==> config.mk <==
export PLATFORM = sky130hd
export DESIGN_NAME = kiwi_pio_arbiter
export DESIGN_NICKNAME = d
export VERILOG_FILES = /design/src/rtl/kiwi_pio_pkg.sv /design/src/rtl/kiwi_rr_arbiter.sv /design/src/rtl/kiwi_pio_arbiter.sv
export SDC_FILE = /design/constraint.sdc
export NUM_CORES = 1
export LEC_CHECK = 0
export ABC_AREA = 1
export ABC_CLOCK_PERIOD_IN_PS = 1600
export CAP_MARGIN = 40
export CORE_MARGIN = 2
export CORE_UTILIZATION = 41
export DETAILED_ROUTE_END_ITERATION = 8
export MAX_ROUTING_LAYER = met4
export PLACE_DENSITY_LB_ADDON = 0.3
export SYNTH_ARGS = -nofsm -noshare
export SYNTH_HDL_FRONTEND = slang
export SYNTH_SLANG_ARGS = --single-unit
==> constraint.sdc <==
create_clock -name clk -period 1.6 [get_ports clk]
set_input_delay 0.24 -clock clk [delete_from_list [all_inputs] [get_ports clk]]
set_output_delay 0.24 -clock clk [all_outputs]
set_load 0.005 [all_outputs]
==> src/rtl/kiwi_pio_pkg.sv <==
// kiwi_pio_pkg: shared types and widths for the Kiwi PIO arbiter slice.
//   arb_state_t  - arbiter FSM states (IDLE, ISSUE, WAIT, RESP)
//   PIO_AW/DW    - shim address / data widths
//   CNT_W        - read-latency counter width (RD_LAT up to 15)
//   STAT_*_W     - statistics counter widths (KIWI_PIO_ARB_STATS_EN builds)
package kiwi_pio_pkg;

  localparam int PIO_AW      = 8;
  localparam int PIO_DW      = 32;
  localparam int CNT_W       = 4;
  localparam int STAT_TXN_W  = 32;
  localparam int STAT_CONF_W = 16;

  typedef enum logic [1:0] {
    ST_IDLE  = 2'd0,
    ST_ISSUE = 2'd1,
    ST_WAIT  = 2'd2,
    ST_RESP  = 2'd3
  } arb_state_t;

endpackage

==> src/rtl/kiwi_rr_arbiter.sv <==
// kiwi_rr_arbiter: combinational round-robin pick.
// Selects the first set bit of req at or after ptr, wrapping N-1 -> 0.
//   req  in  N   request vector
//   ptr  in  IW  search start position (must be < N)
//   gnt  out N   one-hot grant (all zero when no request)
//   idx  out IW  binary index of the granted bit
//   any  out 1   at least one request present
module kiwi_rr_arbiter #(
  parameter int N  = 2,
  parameter int IW = $clog2(N)
) (
  input  logic [N-1:0]  req,
  input  logic [IW-1:0] ptr,
  output logic [N-1:0]  gnt,
  output logic [IW-1:0] idx,
  output logic          any
);

  always_comb begin
    int unsigned j;
    logic [IW-1:0] jj;
    gnt = '0;
    idx = '0;
    any = 1'b0;
    for (int unsigned k = 0; k < N; k++) begin
      j = 32'(ptr) + k;
      if (j >= N) j = j - N;
      jj = IW'(j);
      if (!any && req[jj]) begin
        any     = 1'b1;
        gnt[jj] = 1'b1;
        idx     = jj;
      end
    end
  end

endmodule

==> src/rtl/kiwi_pio_arbiter.sv <==
// kiwi_pio_arbiter: shares the director-shim PIO port between NREQ requesters.
// One transaction at a time, round-robin fairness, fixed shim read latency.
// Optional macro KIWI_PIO_ARB_STATS_EN adds stat_txns / stat_conflicts.
//   clk, reset_n              clock, asynchronous active-low reset
//   req_valid/write [NREQ]    per-requester request, 1 = write
//   req_addr  [NREQ*8]        slice i = [8i+7:8i]
//   req_wdata [NREQ*32]       slice i = [32i+31:32i]
//   req_ready [NREQ]          one-hot accept pulse (combinational in IDLE)
//   rsp_valid [NREQ]          one-hot completion pulse
//   rsp_rdata [32]            last captured read data
//   pio_addr/pio_wdata/pio_hwen/pio_rdata   shim port
//   stat_txns [32]            RESP cycles, wrapping (stats builds)
//   stat_conflicts [16]       IDLE cycles with >=2 requests, saturating (stats builds)
module kiwi_pio_arbiter
  import kiwi_pio_pkg::*;
#(
  parameter int NREQ   = 2,
  parameter int RD_LAT = 1
) (
  input  logic                     clk,
  input  logic                     reset_n,
  input  logic [NREQ-1:0]          req_valid,
  input  logic [NREQ-1:0]          req_write,
  input  logic [NREQ*PIO_AW-1:0]   req_addr,
  input  logic [NREQ*PIO_DW-1:0]   req_wdata,
  output logic [NREQ-1:0]          req_ready,
  output logic [NREQ-1:0]          rsp_valid,
  output logic [PIO_DW-1:0]        rsp_rdata,
  output logic [PIO_AW-1:0]        pio_addr,
  output logic [PIO_DW-1:0]        pio_wdata,
  output logic                     pio_hwen,
  input  logic [PIO_DW-1:0]        pio_rdata
`ifdef KIWI_PIO_ARB_STATS_EN
  ,
  output logic [STAT_TXN_W-1:0]    stat_txns,
  output logic [STAT_CONF_W-1:0]   stat_conflicts
`endif
);

  localparam int IW = $clog2(NREQ);
  localparam logic [CNT_W-1:0] LAT_M1 = CNT_W'(RD_LAT - 1);

  arb_state_t       state, state_next;
  logic [IW-1:0]    ptr;
  logic [IW-1:0]    g_q;
  logic             write_q;
  logic [CNT_W-1:0] cnt;
  logic [NREQ-1:0]  gnt;
  logic [IW-1:0]    gidx;
  logic             any;
  logic             capture;

  kiwi_rr_arbiter #(
    .N  (NREQ),
    .IW (IW)
  ) u_rr (
    .req (req_valid),
    .ptr (ptr),
    .gnt (gnt),
    .idx (gidx),
    .any (any)
  );

  always_ff @(posedge clk or negedge reset_n) begin
    if (!reset_n) state <= ST_IDLE;
    else          state <= state_next;
  end

  // WAIT lasts RD_LAT-1 cycles, so pio_rdata is captured on the edge that
  // ends WAIT when the counter is about to reach zero; with RD_LAT = 1 there
  // is no WAIT and the capture happens at the end of ISSUE.
  always_comb begin
    state_next = state;
    req_ready  = '0;
    rsp_valid  = '0;
    pio_hwen   = 1'b0;
    capture    = 1'b0;
    case (state)
      ST_IDLE: begin
        req_ready = gnt;
        if (any) state_next = ST_ISSUE;
      end
      ST_ISSUE: begin
        pio_hwen = write_q;
        if (write_q) begin
          state_next = ST_RESP;
        end else if (LAT_M1 == '0) begin
          capture    = 1'b1;
          state_next = ST_RESP;
        end else begin
          state_next = ST_WAIT;
        end
      end
      ST_WAIT: begin
        if (cnt == CNT_W'(1)) begin
          capture    = 1'b1;
          state_next = ST_RESP;
        end
      end
      ST_RESP: begin
        rsp_valid[g_q] = 1'b1;
        state_next     = ST_IDLE;
      end
      default: state_next = ST_IDLE;
    endcase
  end

  // pio_addr/pio_wdata are loaded only at accept, so they show the new
  // transaction from ISSUE onward and hold it until the next accept.
  always_ff @(posedge clk or negedge reset_n) begin
    if (!reset_n) begin
      ptr       <= '0;
      g_q       <= '0;
      write_q   <= 1'b0;
      cnt       <= '0;
      pio_addr  <= '0;
      pio_wdata <= '0;
      rsp_rdata <= '0;
    end else begin
      case (state)
        ST_IDLE: begin
          if (any) begin
            g_q       <= gidx;
            write_q   <= req_write[gidx];
            pio_addr  <= req_addr[gidx*PIO_AW +: PIO_AW];
            pio_wdata <= req_wdata[gidx*PIO_DW +: PIO_DW];
          end
        end
        ST_ISSUE: begin
          if (!write_q) cnt <= LAT_M1;
        end
        ST_WAIT: begin
          cnt <= cnt - CNT_W'(1);
        end
        ST_RESP: begin
          ptr <= (g_q == IW'(NREQ - 1)) ? '0 : g_q + IW'(1);
        end
        default: ;
      endcase
      if (capture) rsp_rdata <= pio_rdata;
    end
  end

`ifdef KIWI_PIO_ARB_STATS_EN
  // x & (x-1) is non-zero exactly when two or more bits are set.
  logic multi_req;
  assign multi_req = (req_valid & (req_valid - NREQ'(1))) != '0;

  always_ff @(posedge clk or negedge reset_n) begin
    if (!reset_n) begin
      stat_txns      <= '0;
      stat_conflicts <= '0;
    end else begin
      if (state == ST_RESP) stat_txns <= stat_txns + STAT_TXN_W'(1);
      if (state == ST_IDLE && multi_req && stat_conflicts != '1)
        stat_conflicts <= stat_conflicts + STAT_CONF_W'(1);
    end
  end
`endif

endmodule

## Yosys cells after proc, flatten, opt, wreduce, memory -nomap -nowiden

Index checks and enable logic that the tools add are counted.
Widths: inputs -> output; s select.

- Register bits after elaboration: 81
- Output and inout bits: 77
- Logic and storage cells: 74

- Add/subtract/negate cells: 5
- Magnitude comparators: 9
- Eq/ne operators: 7
- Shift operators: 2
- Muxes and demuxes: 32
- Bitwise operators: 1
- Reduce and logical (&&, ||, !) cells: 10

Operator list:

| cell | count |
|---|---|
| $shiftx 64x7->32 | 1 |
| $mux 1 | 19 |
| $shiftx 16x5->8 | 1 |
| $mux 2 | 6 |
| $lt 1x2->1 const B | 4 |
| $pmux 2 s4 | 1 |
| $pmux 4 s2 | 1 |
| $ne 2x2->1 const B | 3 |
| $reduce_and 2->1 | 3 |
| $eq 2x2->1 const B | 2 |
| $eq 4x1->1 const B | 1 |
| $logic_and 1x1->1 | 4 |
| $mux 4 | 1 |
| $sub 4x1->4 const B | 1 |
| $demux 1 s1 | 3 |
| $ge 1x1->1 const B | 3 |
| $add 1x1->2 const B | 1 |
| $eq 2x1->1 const B | 1 |
| $ge 1x2->1 const B | 1 |
| $ge 2x2->1 const B | 1 |
| $logic_not 2->1 | 1 |
| $or 2x2->2 | 1 |
| $pmux 1 s2 | 1 |
| $reduce_bool 2->1 | 1 |
| other kinds (3) | 4 |

## Depth between registers and ports, before layout

Gate-level depths: netlist (run 1).

- Depth after elaboration: 10
- Mapped depth: 8

## By module

From an unflattened synthesis (run 1), not the netlist that was laid out.

- Cells, all modules: 433
- Area, all modules: 3656.0 sq um

By module, submodules not included:

| module | times used | cells an instance | area each (sq um) | sequential area each (sq um) |
|---|---|---|---|---|
| kiwi_pio_arbiter | 1 | 426 | 3626.0 | 2026.9 |
| kiwi_rr_arbiter | 1 | 7 | 30.0 | 0.0 |

## Worst setup path before layout (run 1)

No wires, ideal clock.

- Path kind: register to register
- Start: reg state[0]
- End: reg cnt[3]
- Arrival time: 1283 ps
- Required time: 1481 ps
- Slack: 198 ps
- Cell stages (with the launch flop): 8
- Buffers on the path: 1
- Clock period less this slack: 1402 ps
- Cells stage by stage: dfrtp_1 inv_1 ha_1 buf_2 nand2_1 or2_2 nand2_1 nor2_1

- Cells in the longest elaborated chain, start to end: 3
- Elaborated cells on any way between the ends: 6

Ends and longest elaborated chain:

| item | line | source |
|---|---|---|
| start: declaration | kiwi_pio_arbiter.sv:43 | `arb_state_t state, state_next;` |
| start signal: assignment | kiwi_pio_arbiter.sv:66 | `else state <= state_next;` |
| $eq 2x1->1 / $eq 2x2->1 (equally long branches) | kiwi_pio_arbiter.sv:120 | `case (state)` |
| $ne 2x2->1 (no source line) / $reduce_bool 2->1 (equally long branches) | n/a |  |
| $reduce_and 2->1 (no source line) | n/a |  |
| end signal: assignment | kiwi_pio_arbiter.sv:133 | `cnt <= cnt - CNT_W'(1);` |
| end: declaration | kiwi_pio_arbiter.sv:47 | `logic [CNT_W-1:0] cnt;` |

Several ways; a longest one is shown, not always the timed one.
A chain may end at the register's enable or synchronous reset.

## Worst setup path in the final report (run 1)

- Start: reg state[0]
- End: out req_ready[0]

- Cells in the longest elaborated chain, start to end: 2

Ends and longest elaborated chain:

| item | line | source |
|---|---|---|
| $logic_not 2->1 | kiwi_pio_arbiter.sv:78 | `case (state)` |
| $mux 2 | kiwi_pio_arbiter.sv:78 |  |
| end: declaration | kiwi_pio_arbiter.sv:26 | `output logic [NREQ-1:0] req_ready,` |

Every way passes these cells.

==> flow_metrics.env, run 1 <==
export IMPL_start_util_pct=41.52
export IMPL_clock_sinks=81
export IMPL_routed_via_density=4.582
export IMPL_routabilityCongestion=0.9351
export IMPL_synth_fa_ha_area_share_pct=1.876
export IMPL_drc=0
export IMPL_fin_crit_sh_pct=99.85
export IMPL_p_per_area_nw_per_um2=1719
export IMPL_finalNetCount=875
export IMPL_numCtsBuffers=9
export IMPL_cp_cell_sequence="inv_2 > ha_4 > inv_4 > a211oi_2 > buf_2"
export IMPL_synth_compound_area_share_pct=1.407
export IMPL_synth_commonest_cells="nand2_1, inv_1, dfrtp_1"
export IMPL_final_util_pct=67.54
export IMPL_hold_violations=0
export IMPL_fin_hold_ws_ps=374.9
export IMPL_grt_pass1_wl_um=18290
export IMPL_required_ps=1360
export IMPL_clockBufferDepth=2
export IMPL_yosysTopAreaCell="dfrtp_1"
export IMPL_synth_top_flop_cell="dfrtp_1"
export IMPL_crit_type="flip-flop to primary output"
export IMPL_drt_iter0_markers=95
export IMPL_fp_dieW_um=102.8
export IMPL_synth_top_area_share_pct=50.64
export IMPL_design_core_area_um2=9639
export IMPL_tritoncts="yes"
export IMPL_setup_viol_count_final=0
export IMPL_critical_path_max_stage_delay_ps=410
export IMPL_synth_seq_cells=81
export IMPL_cts_max_level=3
export IMPL_final_cells=889
export IMPL_multi_input_area_um2=1562
export IMPL_max_freq_ghz=0.6259
export IMPL_period_minus_slack_ps=1598
export IMPL_drive_above_1_share_pct=7.672
export IMPL_leakage_nw=3.422
export IMPL_avgSynthCellArea_um2=7.264
export IMPL_yosysMostFrequentCell="nand2_1"
export IMPL_clockRootBuffer="clkbuf_8"
export IMPL_synth_edff_count=0
export IMPL_end_kind="primary output"
export IMPL_ys_types=19
export IMPL_synth_top_family_by_area="simple AND/OR/NAND/NOR gates"
export IMPL_synth_warning_count=0
export IMPL_worst_pin_slew_ps=430.7
export IMPL_place_hpwl_um=8187
export IMPL_die_y_um=102.8
export IMPL_arrival_ps=1360
export IMPL_worst_path_max_fanout=3
export IMPL_ios=195
export IMPL_fillers=819
export IMPL_slew_violations=0
export IMPL_syn_nets=675
export IMPL_drtPass1Iterations=4
export IMPL_muxShareOfSynthArea_pct=0
export IMPL_place_port_buffers=194
export IMPL_clkLatencyLatePin_ps=360
export IMPL_n_antenna_cell=0
export IMPL_r2r_slack_ps=110
export IMPL_ys_seq_area_share_pct=50.64
export IMPL_max_cap_violations=0
export IMPL_startpoint="state[0]"
export IMPL_synth_area_um2=4003
export IMPL_hold_path_class="input pin to asynchronous set/reset pin"
export IMPL_path_clk_slew_ps=90
export IMPL_die_area_um2=10570
export IMPL_grt_overflow_total=0
export IMPL_rsz0062_at_grt="yes"
export IMPL_grt_total_usage_pct=22.78
export IMPL_yosys_area_share_simple_pct=33.70
export IMPL_rr_startpoint="state[0]"
export IMPL_syn_inst=551
export IMPL_wl_per_cell_um=12.39
export IMPL_area_growth_syn_to_layout_pct=62.64
export IMPL_max_vdd_ir_drop_mv=0.9243
export IMPL_status="finished clean"
export IMPL_grt_pass1_vias=4163
export IMPL_num_vias=4073
export IMPL_post_cts_setup_buffer_count=0
export IMPL_ff_latch_area_um2=2027
export IMPL_slew_headroom_pct=71.29
export IMPL_rows=36
export IMPL_crit_slowest_cell="dfrtp_1"
export IMPL_postRouteAntennaNets=0
export IMPL_grt_max_degree=43
export IMPL_antenna_found_initial=0
export IMPL_async_flop_share_pct=100.0
export IMPL_place_inst=872
export IMPL_wl_um=11020
export IMPL_synthXorXnorAreaFrac_pct=0.2188
export IMPL_critical_path_startpoint_type="flip-flop"
export IMPL_fin_skew_ps=10.03
export IMPL_synth_area_leaders="dfrtp_1, nand2_1, nand3_1"
flip-flops by register name (all words and copies together) (netlist names):
name       cells
write_q        1
ptr            1
rsp_rdata     32
state          2
g_q            1
cnt            4
pio_wdata     32
pio_addr       8
worst max-delay path: cells and delay by family (launching register included):
family,cells,cell delay (ps)
buf+inv,3,270
flops,1,410
compound gates,1,180
fa+ha+maj,1,140
worst paths after layout:
| check | to | cells after the start |
|---|---|---|
| worst max-delay path | req_ready[0] | 5 |
| worst min-delay path | rsp_rdata[7] | 2 |
| worst max register to register | g_q | 9 |
| worst min register to register | rsp_rdata[25] | 2 |
| max in group asynchronous | pio_wdata[19] | 3 |
| min in group clk | rsp_rdata[28] | 3 |
power breakdown:
part           internal, mW  leakage, nW  switching [mW]
Combinational          3.04         2.31            2.71
Sequential             3.08        0.991           0.559
Clock                  1.08        0.120           0.727
what timing repair did:
action                                  4_1_cts  5_1_grt
pin swaps                                     1        2
endpoints found under the setup margin        6       35
resized for setup                            29       10
endpoints found under the hold margin        28        0
hold buffers                                  1        0
cloned                                        0        0
area by class of cell:
cell class / count / share of cell area, %
clock buffer: 11 / 2.172
sequential: 81 / 31.14
tap: 133 / 2.556
clock inverter: 5 / 1.576
inverter: 96 / 5.574
multi-input combinational: 348 / 23.99
timing repair buffer: 215 / 33.00
metrics by stage:
step	setup TNS, ps	total power, mW	worst slack, ps	cell area [µm²]
floorplan	0	6.145	198.1	4003
global placement	-4361	9.096	-161.1	6207
detailed placement	-5045	9.288	-193.2	6207
CTS	-8.576	11.19	-4.981	6464
global route	-127.2	12.18	-105.4	6510
finish	0	11.19	2.338	6510
per-layer routing:
layer | part of all wire, % | vias up | track usage [%]
met2 | 51 | 128 | 38.81
met4 | 3.2 | 0 | 10.93
li1 | - | 2029 | -
met5 | 0 | - | -
met1 | 40 | 1887 | 25.46
met3 | 5.3 | 29 | 4.949
cells in the final DEF, fill, tap and decap left out:
cell type        count
nand3_1             77
nand2_1            244
buf_6                1
clkbuf_8            10
nand2_2              2
buf_2                5
nor2_1               6
clkinv_2             1
inv_2                5
xor2_1               1
clkdlybuf4s50_1    188
dlygate4sd3_1        1
inv_4                1
a21oi_4              1
buf_8                1
nor3_1               1
dfrtp_1             81
ha_1                 2
inv_1               90
ha_4                 4
a21oi_1              3
bufinv_16            3
nor2_4               1
o22ai_1              1
o21ai_2              1
buf_4               14
or2_2                1
a211oi_2             1
buf_12               5
clkinvlp_4           1
clkbuf_1             1
o21ai_0              2
cell families after synthesis:
kind of cell / count (synthesis)
adders and majority gates: 6
buffers and inverters: 122
AOI/OAI and AO/OA: 9
and+or+nand+nor: 332
DFF: 81
xor gates and xnor gates: 1
(Power assumes the default switching activity.)
==> inputs of run 2 (changes only) <==
DONT_BUFFER_PORTS = 1   (was unset)
==> flow_metrics.env, run 2 (synthesized netlist as in run 1, its figures left out) <==
export IMPL_rr_startpoint="state[0]"
export IMPL_fin_hold_ws_ps=-426.8
export IMPL_crit_type="flip-flop to primary output"
export IMPL_postPlaceCellArea_um2=4170
export IMPL_place_port_buffers=0
export IMPL_slew_violations=0
export IMPL_arrival_ps=1330
export IMPL_numCtsBuffers=9
export IMPL_ios=195
export IMPL_area_growth_syn_to_layout_pct=15.63
export IMPL_grt_pass1_wl_um=14390
export IMPL_met3_length_um=470
export IMPL_fin_crit_sh_pct=98.16
export IMPL_rows=36
export IMPL_wl_um=9335
export IMPL_mostFrequentLayoutCells="nand2_1, inv_1, dfrtp_1"
export IMPL_reg_top3="pio_wdata x32, rsp_rdata x32, pio_addr x8"
export IMPL_status="finished with violations"
export IMPL_required_ps=1360
export IMPL_path_clk_slew_ps=80
export IMPL_finalNetCount=684
export IMPL_n_antenna_cell=0
export IMPL_worst_path_max_fanout=3
export IMPL_clock_sinks=81
export IMPL_grt_overflow_total=0
export IMPL_end_kind="primary output"
export IMPL_drtPass1Iterations=4
export IMPL_leakage_nw=2.674
export IMPL_grt_max_degree=82
export IMPL_max_freq_ghz=0.6367
export IMPL_drt_iter0_markers=106
export IMPL_worst_pin_slew_ps=416.9
export IMPL_fin_skew_ps=6.206
export IMPL_rsz0062_at_grt="yes"
export IMPL_hold_path_class="input pin to asynchronous set/reset pin"
export IMPL_routed_via_density=4.805
export IMPL_setup_viol_count_final=0
export IMPL_fp_dieW_um=102.8
export IMPL_slew_headroom_pct=72.21
export IMPL_final_common_cell="nand2_1"
export IMPL_clockBufferDepth=2
export IMPL_postRouteAntennaNets=0
export IMPL_drc=0
export IMPL_m1WireLength_um=3901
export IMPL_fin_area_um2=4628
export IMPL_maxUsedRoutingLayer="met4"
export IMPL_max_vdd_ir_drop_mv=0.9650
export IMPL_die_area_um2=10570
export IMPL_num_vias=3354
export IMPL_grt_total_usage_pct=17.90
export IMPL_antenna_found_initial=0
export IMPL_tns_ps=0
export IMPL_r2r_slack_ps=120
export IMPL_period_minus_slack_ps=1570
export IMPL_critical_path_startpoint_type="flip-flop"
export IMPL_p_per_area_nw_per_um2=1968
export IMPL_drive_above_1_share_pct=9.558
export IMPL_tritoncts="yes"
export IMPL_wl_per_cell_um=13.37
export IMPL_design_core_area_um2=9639
export IMPL_hold_buffers=8
export IMPL_hold_violations=81
export IMPL_ff2ff_path_depth=7
export IMPL_place_hpwl_um=6376
export IMPL_met2_length_um=4705
export IMPL_start_util_pct=41.52
export IMPL_failed_checks="hold timing"
export IMPL_clockRootBuffer="clkbuf_8"
export IMPL_place_inst=670
export IMPL_max_cap_violations=0
export IMPL_cts_max_level=3
export IMPL_routabilityCongestion=0.8261
export IMPL_final_cells=698
export IMPL_grt_pass1_vias=3227
export IMPL_die_y_um=102.8
export IMPL_clkLatencyLatePin_ps=360
export IMPL_r2r_end="pio_wdata[17]"
==> run 2: changes by cell type in the layout (fill, tap and decap cells not counted), sizes merged <==
cell,before,now
clkdlybuf4s50,188,0
buf,26,15
dlygate4sd3,1,8
clkbuf,11,14
bufinv,3,1
==> run 2: layout make-up <==
cell class	instances	area, µm²
Clock buffer	13	178.9
Clock inverter	3	46.29
Fill cell	953	5011
Inverter	96	365.4
Multi-Input combinational cell	348	1589
Sequential cell	81	2027
Tap cell	133	166.4
Timing Repair Buffer	24	255.2
==> run 2: worst max path at each step <==
| stage | start | end | cells past startpoint | slack [ps] |
|---|---|---|---|---|
| floorplan | state[0] | cnt[3] | 7 | 200 |
| finish | state[0] | req_ready[0] | 5 | 30 |
| detailed placement | state[0] | pio_wdata[29] | 7 | -20 |
| CTS | state[1] | req_ready[0] | 5 | -10 |
| global placement | state[0] | pio_addr[1] | 7 | 70 |
| global route | state[1] | req_ready[0] | 5 | -30 |
==> run 2: metal layers <==
metal,track usage (%),vias to the layer above
li1,-,1654
met1,19.16,1571
met2,31.32,109
met3,3.322,20
met4,9.717,0
met5,-,-
==> run 2: where the power goes <==
part,leakage [nW],internal [mW],switching [mW],total (mW)
Combinational,1.57,1.38,2.15,3.53
Clock,0.112,0.895,0.755,1.65
Sequential,0.991,3.08,0.850,3.93
Total,2.67,5.36,3.75,9.11
==> run 2: repair_timing <==
action | CTS | global route
endpoints found under the hold margin | 89 | 81
buffers inserted | 5 | 1
resized for setup | 13 | 17
cloned | 0 | 1
endpoints found under the setup margin | 4 | 79
pin swaps | 3 | 3
==> run 2: per-stage QoR <==
stage	hold slack, ps	util, %	worst slack [ps]	total power [mW]
after floorplan	-55.59	-	198.1	6.145
after global placement	-53.99	43.26	66.60	6.904
after detailed placement	-54.50	43.26	-15.30	7.046
after CTS	-457.1	47.05	-9.752	8.896
after global routing	-455.0	48.01	-25.90	9.881
final	-426.8	48.01	29.52	9.110
==> run 2: worst max-delay path, stage by stage, from the launching register on <==
cell,delay (ps)
dfrtp_1,400
inv_2,90
ha_4,150
inv_4,40
a211oi_2,150
buf_4,150
==> inputs of run 3 (changes only) <==
ABC_CLOCK_PERIOD_IN_PS = 1800   (was 1600)
PLACE_DENSITY = 0.65   (was unset)
PLACE_DENSITY_LB_ADDON = unset   (was 0.3)
clock period = 1.8 ns   (was 1.6 ns; I/O delays follow)
==> flow_metrics.env, run 3 (synthesized netlist as in run 1, its figures left out) <==
export IMPL_fin_skew_ps=10.58
export IMPL_antenna_found_initial=0
export IMPL_wl_per_cell_um=12.99
export IMPL_cts_max_level=3
export IMPL_worst_path_buf_inv=2
export IMPL_grt_total_usage_pct=16.95
export IMPL_fin_crit_sh_pct=92.24
export IMPL_postRouteAntennaNets=0
export IMPL_path_common_cell="inv_1"
export IMPL_clockRootBuffer="clkbuf_8"
export IMPL_place_port_buffers=0
export IMPL_busiest_layer="met2"
export IMPL_n_antenna_cell=0
export IMPL_path_clk_slew_ps=80
export IMPL_final_common_cell="nand2_1"
export IMPL_period_minus_slack_ps=1660
export IMPL_max_cap_violations=0
export IMPL_worst_pin_slew_ps=323.9
export IMPL_finalNetCount=670
export IMPL_wl_um=8871
export IMPL_fin_ws_ps=139.8
export IMPL_routabilityCongestion=0.8783
export IMPL_max_freq_ghz=0.6023
export IMPL_fp_dieW_um=102.8
export IMPL_area_growth_syn_to_layout_pct=9.003
export IMPL_tns_ps=0
export IMPL_num_vias=3252
export IMPL_routed_via_density=4.761
export IMPL_die_area_um2=10570
export IMPL_power_mw=7.501
export IMPL_hold_path_class="input pin to asynchronous set/reset pin"
export IMPL_rsz0062_at_grt="no"
export IMPL_grt_max_degree=82
export IMPL_drtPass1Iterations=5
export IMPL_met2_usage_pct=29.16
export IMPL_use_met3_pct=3.593
export IMPL_status="finished with violations"
export IMPL_ios=195
export IMPL_fillers=977
export IMPL_grt_overflow_total=0
export IMPL_failed_checks="hold timing"
export IMPL_drc=0
export IMPL_use_met1_pct=18.96
export IMPL_cp_top_family="flip-flops"
export IMPL_tritoncts="yes"
export IMPL_grt_pass1_vias=2983
export IMPL_start_util_pct=41.52
export IMPL_clockBufferDepth=2
export IMPL_crit_type="flip-flop to primary output"
export IMPL_p_per_area_nw_per_um2=1719
export IMPL_die_y_um=102.8
export IMPL_end_kind="primary output"
export IMPL_clock_sinks=81
export IMPL_leakage_nw=2.572
export IMPL_mostFrequentLayoutCells="nand2_1, inv_1, dfrtp_1"
export IMPL_crit_slowest_cell="dfrtp_1"
export IMPL_max_vdd_ir_drop_mv=0.8217
export IMPL_drive_above_1_share_pct=5.636
export IMPL_grt_pass1_wl_um=13700
export IMPL_place_hpwl_um=6577
export IMPL_setup_viol_count_final=0
export IMPL_arrival_ps=1390
export IMPL_design_core_area_um2=9639
export IMPL_post_cts_setup_buffer_count=0
export IMPL_critical_path_max_stage_delay_ps=420
export IMPL_slew_violations=0
export IMPL_reg_top3="pio_wdata x32, rsp_rdata x32, pio_addr x8"
export IMPL_slew_headroom_pct=78.41
export IMPL_cp_cell_sequence="inv_1 > ha_1 > inv_1 > a211oi_2"
export IMPL_drt_iter0_markers=101
export IMPL_worst_path_max_fanout=4
export IMPL_numCtsBuffers=9
export IMPL_place_ws_ps=283.1
export IMPL_fin_hold_ws_ps=-392.0
export IMPL_clkLatencyLatePin_ps=350
export IMPL_rows=36
export IMPL_required_ps=1530
export IMPL_critical_path_startpoint_type="flip-flop"
export IMPL_hold_violations=81
run 3: cell type report:
class / count / area [µm²] / area share (%)
clock inverters: 4 / 53.80 / 1.233
multi-input cells: 348 / 1514 / 34.70
repair buffers: 10 / 100.1 / 2.294
well taps: 133 / 166.4 / 3.814
flip-flops and latches: 81 / 2027 / 46.46
inverters: 96 / 360.3 / 8.259
clock buffers: 11 / 141.4 / 3.241
run 3: final timing paths:
check                              start             to  slack (ps)  depth (start not counted)
setup / recovery                state[1]   req_ready[0]         140                          4
hold / removal                   reset_n  pio_wdata[28]        -390                          0
setup reg to reg                state[0]  rsp_rdata[26]         280                          7
hold reg to reg            rsp_rdata[24]  rsp_rdata[24]         500                          2
max in group asynchronous        reset_n  rsp_rdata[29]        2070                          0
min in group clk           pio_rdata[16]  rsp_rdata[16]          60                          2
run 3: timing repair:
action / in CTS / in global routing
gates resized for setup: 1 / 0
endpoints found under the hold margin: 81 / 81
endpoints found under the setup margin: 1 / 0
run 3: stage by stage:
stage	instances	util (%)	cell area [µm²]
CTS	683	45.26	4363
global placement	668	43.19	4163
floorplan	551	-	4003
finish	683	45.26	4363
global route	683	45.26	4363
detailed placement	668	43.19	4163
run 3: power breakdown:
part / internal, mW / switching [mW]
clock: 0.674 / 0.628
sequential: 2.74 / 0.765
combinational: 0.965 / 1.73
total: 4.38 / 3.12
run 3: layer usage:
metal	vias up	wire [µm]	share of wire, %
met4	0	182	2.1
met3	15	546	6.2
met2	102	4542	51
li1	1622	-	-
met5	-	0	0
met1	1513	3600	41
==> edit 1, RTL diff (settings of run 1) <==
Add a define of `KIWI_PIO_ARB_STATS_EN`.
--- a/src/rtl/kiwi_pio_arbiter.sv
+++ b/src/rtl/kiwi_pio_arbiter.sv
@@ -11,6 +11,8 @@
 //   pio_addr/pio_wdata/pio_hwen/pio_rdata   shim port
 //   stat_txns [32]            RESP cycles, wrapping (stats builds)
 //   stat_conflicts [16]       IDLE cycles with >=2 requests, saturating (stats builds)
+`define KIWI_PIO_ARB_STATS_EN
+
 module kiwi_pio_arbiter
   import kiwi_pio_pkg::*;
 #(
Formal check against the unedited RTL (old outputs only; new: stat_conflicts and stat_txns): equivalent (Yosys induction, for registers that start in step).
==> edit 1 against run 1 <==
The run now ends with setup timing left. Highest routed layer unchanged. Register-to-register slack worse by 0.15 ns. Sequential cell count rose by 48. Wire length grew 89%. Clock power increased by 130%. Area after synthesis rose by 65%. Setup slack worse by 0.087 ns. Cell count up 63%. Design area grew 70%. Via count is 72% higher. Fmax down 5.2%. Power is 55% higher. Global-route usage rose by 1.3 points. Die area up 62%.
==> edit 1: results (changes against run 1) <==
- # port buffers: 242 (+25%)
- Reg2Reg Setup Slack: -0.04 ns (-0.15 ns)
- Failing checks: setup timing
- Ranking of synthesized cells by area: dfrtp_1 49%, nand2_1 24%, nand3_1 7.7%
- Top flop regs: pio_wdata (32), rsp_rdata (32), stat_txns (32)
- Max_slew headroom: 67.3% (-3.9 points)
- Distinct cells, synth: 30 (+11)
- Final setup violating endpoints: 8 (+8)
- Adder-Cell Fraction of Synth Area: 1.51% (-0.36 points)
- Via count: 7,014 (+72%)
- Final WL: 20,800 um (+89%)
- Number of global-route vias before repair: 6,566 (+58%)
- Gr usage total: 24.1% (+1.3 points)
- Layout cell share with drive strength beyond 1: 17.9% (+10 points)
- Skew-Pair Late Insertion Delay: 0.42 ns (+0.06 ns)
- Syn_nets: 1,018 (+51%)
- Post-CTS Setup Inserts: 39 (+39)
- Seq/Total Area, Yosys: 48.9% (-1.8 points)
- Outcome: complete, but fails checks
- TritonCTS buffer count: 17 (+8)
- Cts repair resizes: 76 (+160%)
- Fillers: 1,274 (+56%)
- H-tree levels: 4 (+1)
- Average size of a mapped cell: 7.41 um2 (+2.0%)
- CP arrival: 1.44 ns (+0.08 ns)
- Commonest cells in the netlist: 427 x nand2_1, 129 x dfrtp_1, 101 x nand3_1
- Worst Setup EP: rsp_valid[1]
- Clk pin slew, worst setup/hold paths: 0.06 ns (-0.03 ns)
- Setup WS post-layout: -0.0845 ns (-0.0869 ns)
- Complex-gate fraction of the synthesized area: 1.61% (+0.20 points)
- Final HPWL from detailed placement: 13,800 um (+69%)
- Routability Congestion: 0.840 (-10%)
- Leak: 5.62 nW (+64%)
-- edit 1: per-stage QoR --
step	utilization, %	TNS, ns
after floorplan	-	0
after global placement	60.3	-10.39
after detailed placement	60.3	-13.47
after CTS	66.7	-0.378
after global routing	69.7	-2.36
final	69.7	-0.328
-- edit 1: metal layers --
layer  vias to the layer above  track usage [%]  routed length [um]
li1                       3439                -                   -
met1                      3321             28.1                8300
met5                         -                -                   0
met3                        37             6.15                1280
met4                         0             8.01                 394
met2                       217             40.6               10800
-- edit 1: report_power, final --
group	total [mW]	internal [mW]	switching, mW	leakage (nW)
Sequential	5.17	4.44	0.728	1.64
Combinational	8.05	4.22	3.83	3.67
Clock	4.17	2.63	1.54	0.305
Total	17.4	11.3	6.10	5.62
-- edit 1: area by class of cell --
class,count,area [um2],share of cell area [%]
sequential,129,3240,29.4
clock buffer,17,425,3.85
tap,216,270,2.45
inverter,63,249,2.26
multi-input combinational,666,3260,29.6
clock inverter,15,206,1.87
timing repair buffer,343,3380,30.6
==> edit 2, RTL diff (flow settings as in run 1) <==
Made on the original files. Re-encode `arb_state_t` (4 states) as one-hot, 4 bits wide.
--- a/src/rtl/kiwi_pio_pkg.sv
+++ b/src/rtl/kiwi_pio_pkg.sv
@@ -11,11 +11,11 @@
   localparam int STAT_TXN_W  = 32;
   localparam int STAT_CONF_W = 16;
 
-  typedef enum logic [1:0] {
-    ST_IDLE  = 2'd0,
-    ST_ISSUE = 2'd1,
-    ST_WAIT  = 2'd2,
-    ST_RESP  = 2'd3
+  typedef enum logic [3:0] {
+    ST_IDLE  = 4'b0001,
+    ST_ISSUE = 4'b0010,
+    ST_WAIT  = 4'b0100,
+    ST_RESP  = 4'b1000
   } arb_state_t;
 
 endpackage
Function: same outputs for any inputs over 10 cycles, from zero or initial values and one cycle with reset_n low; not proved beyond that.
==> edit 2 against run 1 <==
Sequential share of layout area increased by 0.88 points. Count of clock-buffer cells in the layout is 1 lower. Setup slack gained 0.011 ns. Highest routed layer unchanged. Wire length down 1.5%. Fmax grew 0.72%. Area after synthesis fell by 6.0%. Largest power group unchanged. Synthesized cell count is 6.2% lower. Design area fell by 6.3%. Clock power down 10%. Sequential cell count is 3 lower. Power shrank 11%.
==> edit 2: results (changes against run 1) <==
- Outcome: finished clean
- Placed Cells: 803 (-7.9%)
- Layout cell share with drive strength beyond 1: 7.27% (-0.40 points)
- Routed vias/inst: 4.79 (+4.5%)
- Reg2Reg Setup Slack: 0.13 ns (+0.02 ns)
- Post-DR wirelength/cell: 13.2 um (+6.4%)
- Worst R2R Path Depth: 7 (-2)
- Worst-Margin Slew: 0.431 ns (+0.000616 ns)
- H-tree levels: 3 (unchanged)
- Commonest cells in the netlist: 222 x nand2_1, 89 x inv_1, 85 x nand3_1
- Fin Hold WS: 0.424 ns (+0.0488 ns)
- R2R Path Start: ptr
- Largest net degree at the start of global routing: 79 (+84%)
- First-pass GRT wire length: 17,800 um (-2.8%)
- Ranking of synthesized cells by area: dfrtp_1 51%, nand2_1 22%, nand3_1 11%
- Crit-path max cell delay: 0.56 ns (+0.15 ns)
- Post-Place Cell Area: 0.00580 mm2 (-6.5%)
- TritonCTS buffer count: 9 (unchanged)
- Cell family with most CP delay: flip-flops
- CP max FO: 3 (unchanged)
- Routability Congestion: 0.823 (-12%)
- TritonRoute pass-1 iters: 4 (unchanged)
- Fraction of registers with async set/reset: 100% (unchanged)
- Worst hold path class: in2reg
- Via count: 3,941 (-3.2%)
- Average size of a mapped cell: 7.28 um2 (+0.18%)
- CP arrival: 1.35 ns
- ANT cells: 0 (unchanged)
- VDD IR max: 1.23 mV (+33%)
- Max-cap check violation count: 0 (unchanged)
- Seq/Total Area, Yosys: 51.9% (+1.3 points)
- CP max-delay cell: dfstp_2
- FF-to-FF End: pio_wdata[3]
- Setup WS pre-CTS: -0.184 ns (+0.00966 ns)
- Initial detailed-routing violation count: 139 (+46%)
- Final #Nets: 829 (-5.3%)
- Setup crit start: state[0]
- Clk pin slew, worst setup/hold paths: 0.08 ns
- Final Skew: 0.0133 ns (+0.00324 ns)
- Leak: 3.23 nW (-5.7%)
- Worst Setup EP: rsp_valid[1]
- Period utilisation layout: 99.1% (-0.71 points)
- Number of global-route vias before repair: 3,829 (-8.0%)
- Gr usage total: 23.0% (+0.24 points)
- Distinct cells, synth: 16 (-3)
- Syn_nets: 635 (-5.9%)
- Final HPWL from detailed placement: 7590 um (-7.2%)
## edit 2: layer usage
metal	share of wire, %	vias to the layer above	track usage, %
met4	1.9	0	7.69
li1	-	1915	-
met3	7.8	18	4.25
met2	48	171	38.5
met5	0	-	-
met1	42	1837	28.4
## edit 2: worst min path at each step
stage,startpoint,endpoint,depth (start not counted)
final,pio_rdata[6],rsp_rdata[6],3
after global routing,pio_rdata[27],rsp_rdata[27],3
after CTS,pio_rdata[22],rsp_rdata[22],3
after detailed placement,reset_n,rsp_rdata[24],2
after global placement,reset_n,rsp_rdata[24],2
after floorplan,reset_n,g_q,0
## edit 2: layout make-up
class	count	area (um2)
Timing Repair Buffer	210	2070
Multi-Input combinational cell	318	1360
Sequential cell	78	1950
Inverter	94	355
Fill cell	705	2710
Tap cell	108	135
Clock inverter	5	82.6
Clock buffer	10	138
## edit 2: report_power, final
group | switching (mW) | internal [mW] | leakage [nW]
clock network | 0.704 | 0.918 | 0.113
registers | 0.552 | 2.98 | 0.948
logic | 2.20 | 2.63 | 2.17
## edit 2: cell families (layout without fill, tap and decap cells)
family                 after synthesis  in the layout  share of synthesized area (%)
DFF                                 78             78                           51.9
buffers and inverters              121            319                           13.0
AOI/OAI and AO/OA                    3              3                          0.465
and+or+nand+nor                    315            315                           34.6
## edit 2: per-stage QoR
step                util (%)  total power, mW
finish                  69.3             9.99
global route            69.3             10.7
CTS                     68.7             9.95
detailed placement      65.9             8.24
global placement        65.9             8.08
floorplan                  -             5.44
## edit 2: repair_timing
action	4_1_cts	5_1_grt
buffers inserted	1	3
pin swaps	2	1
gates cloned	0	0
gates resized for setup	22	10
hold endpoints to repair	77	0
hold buffers	1	0
endpoints found under the setup margin	5	17
## edit 2: tightest hold or removal path: stages
cell	delay, ns
clkdlybuf4s50_1	0.39
nand2_1	0.06
nand2_1	0.05
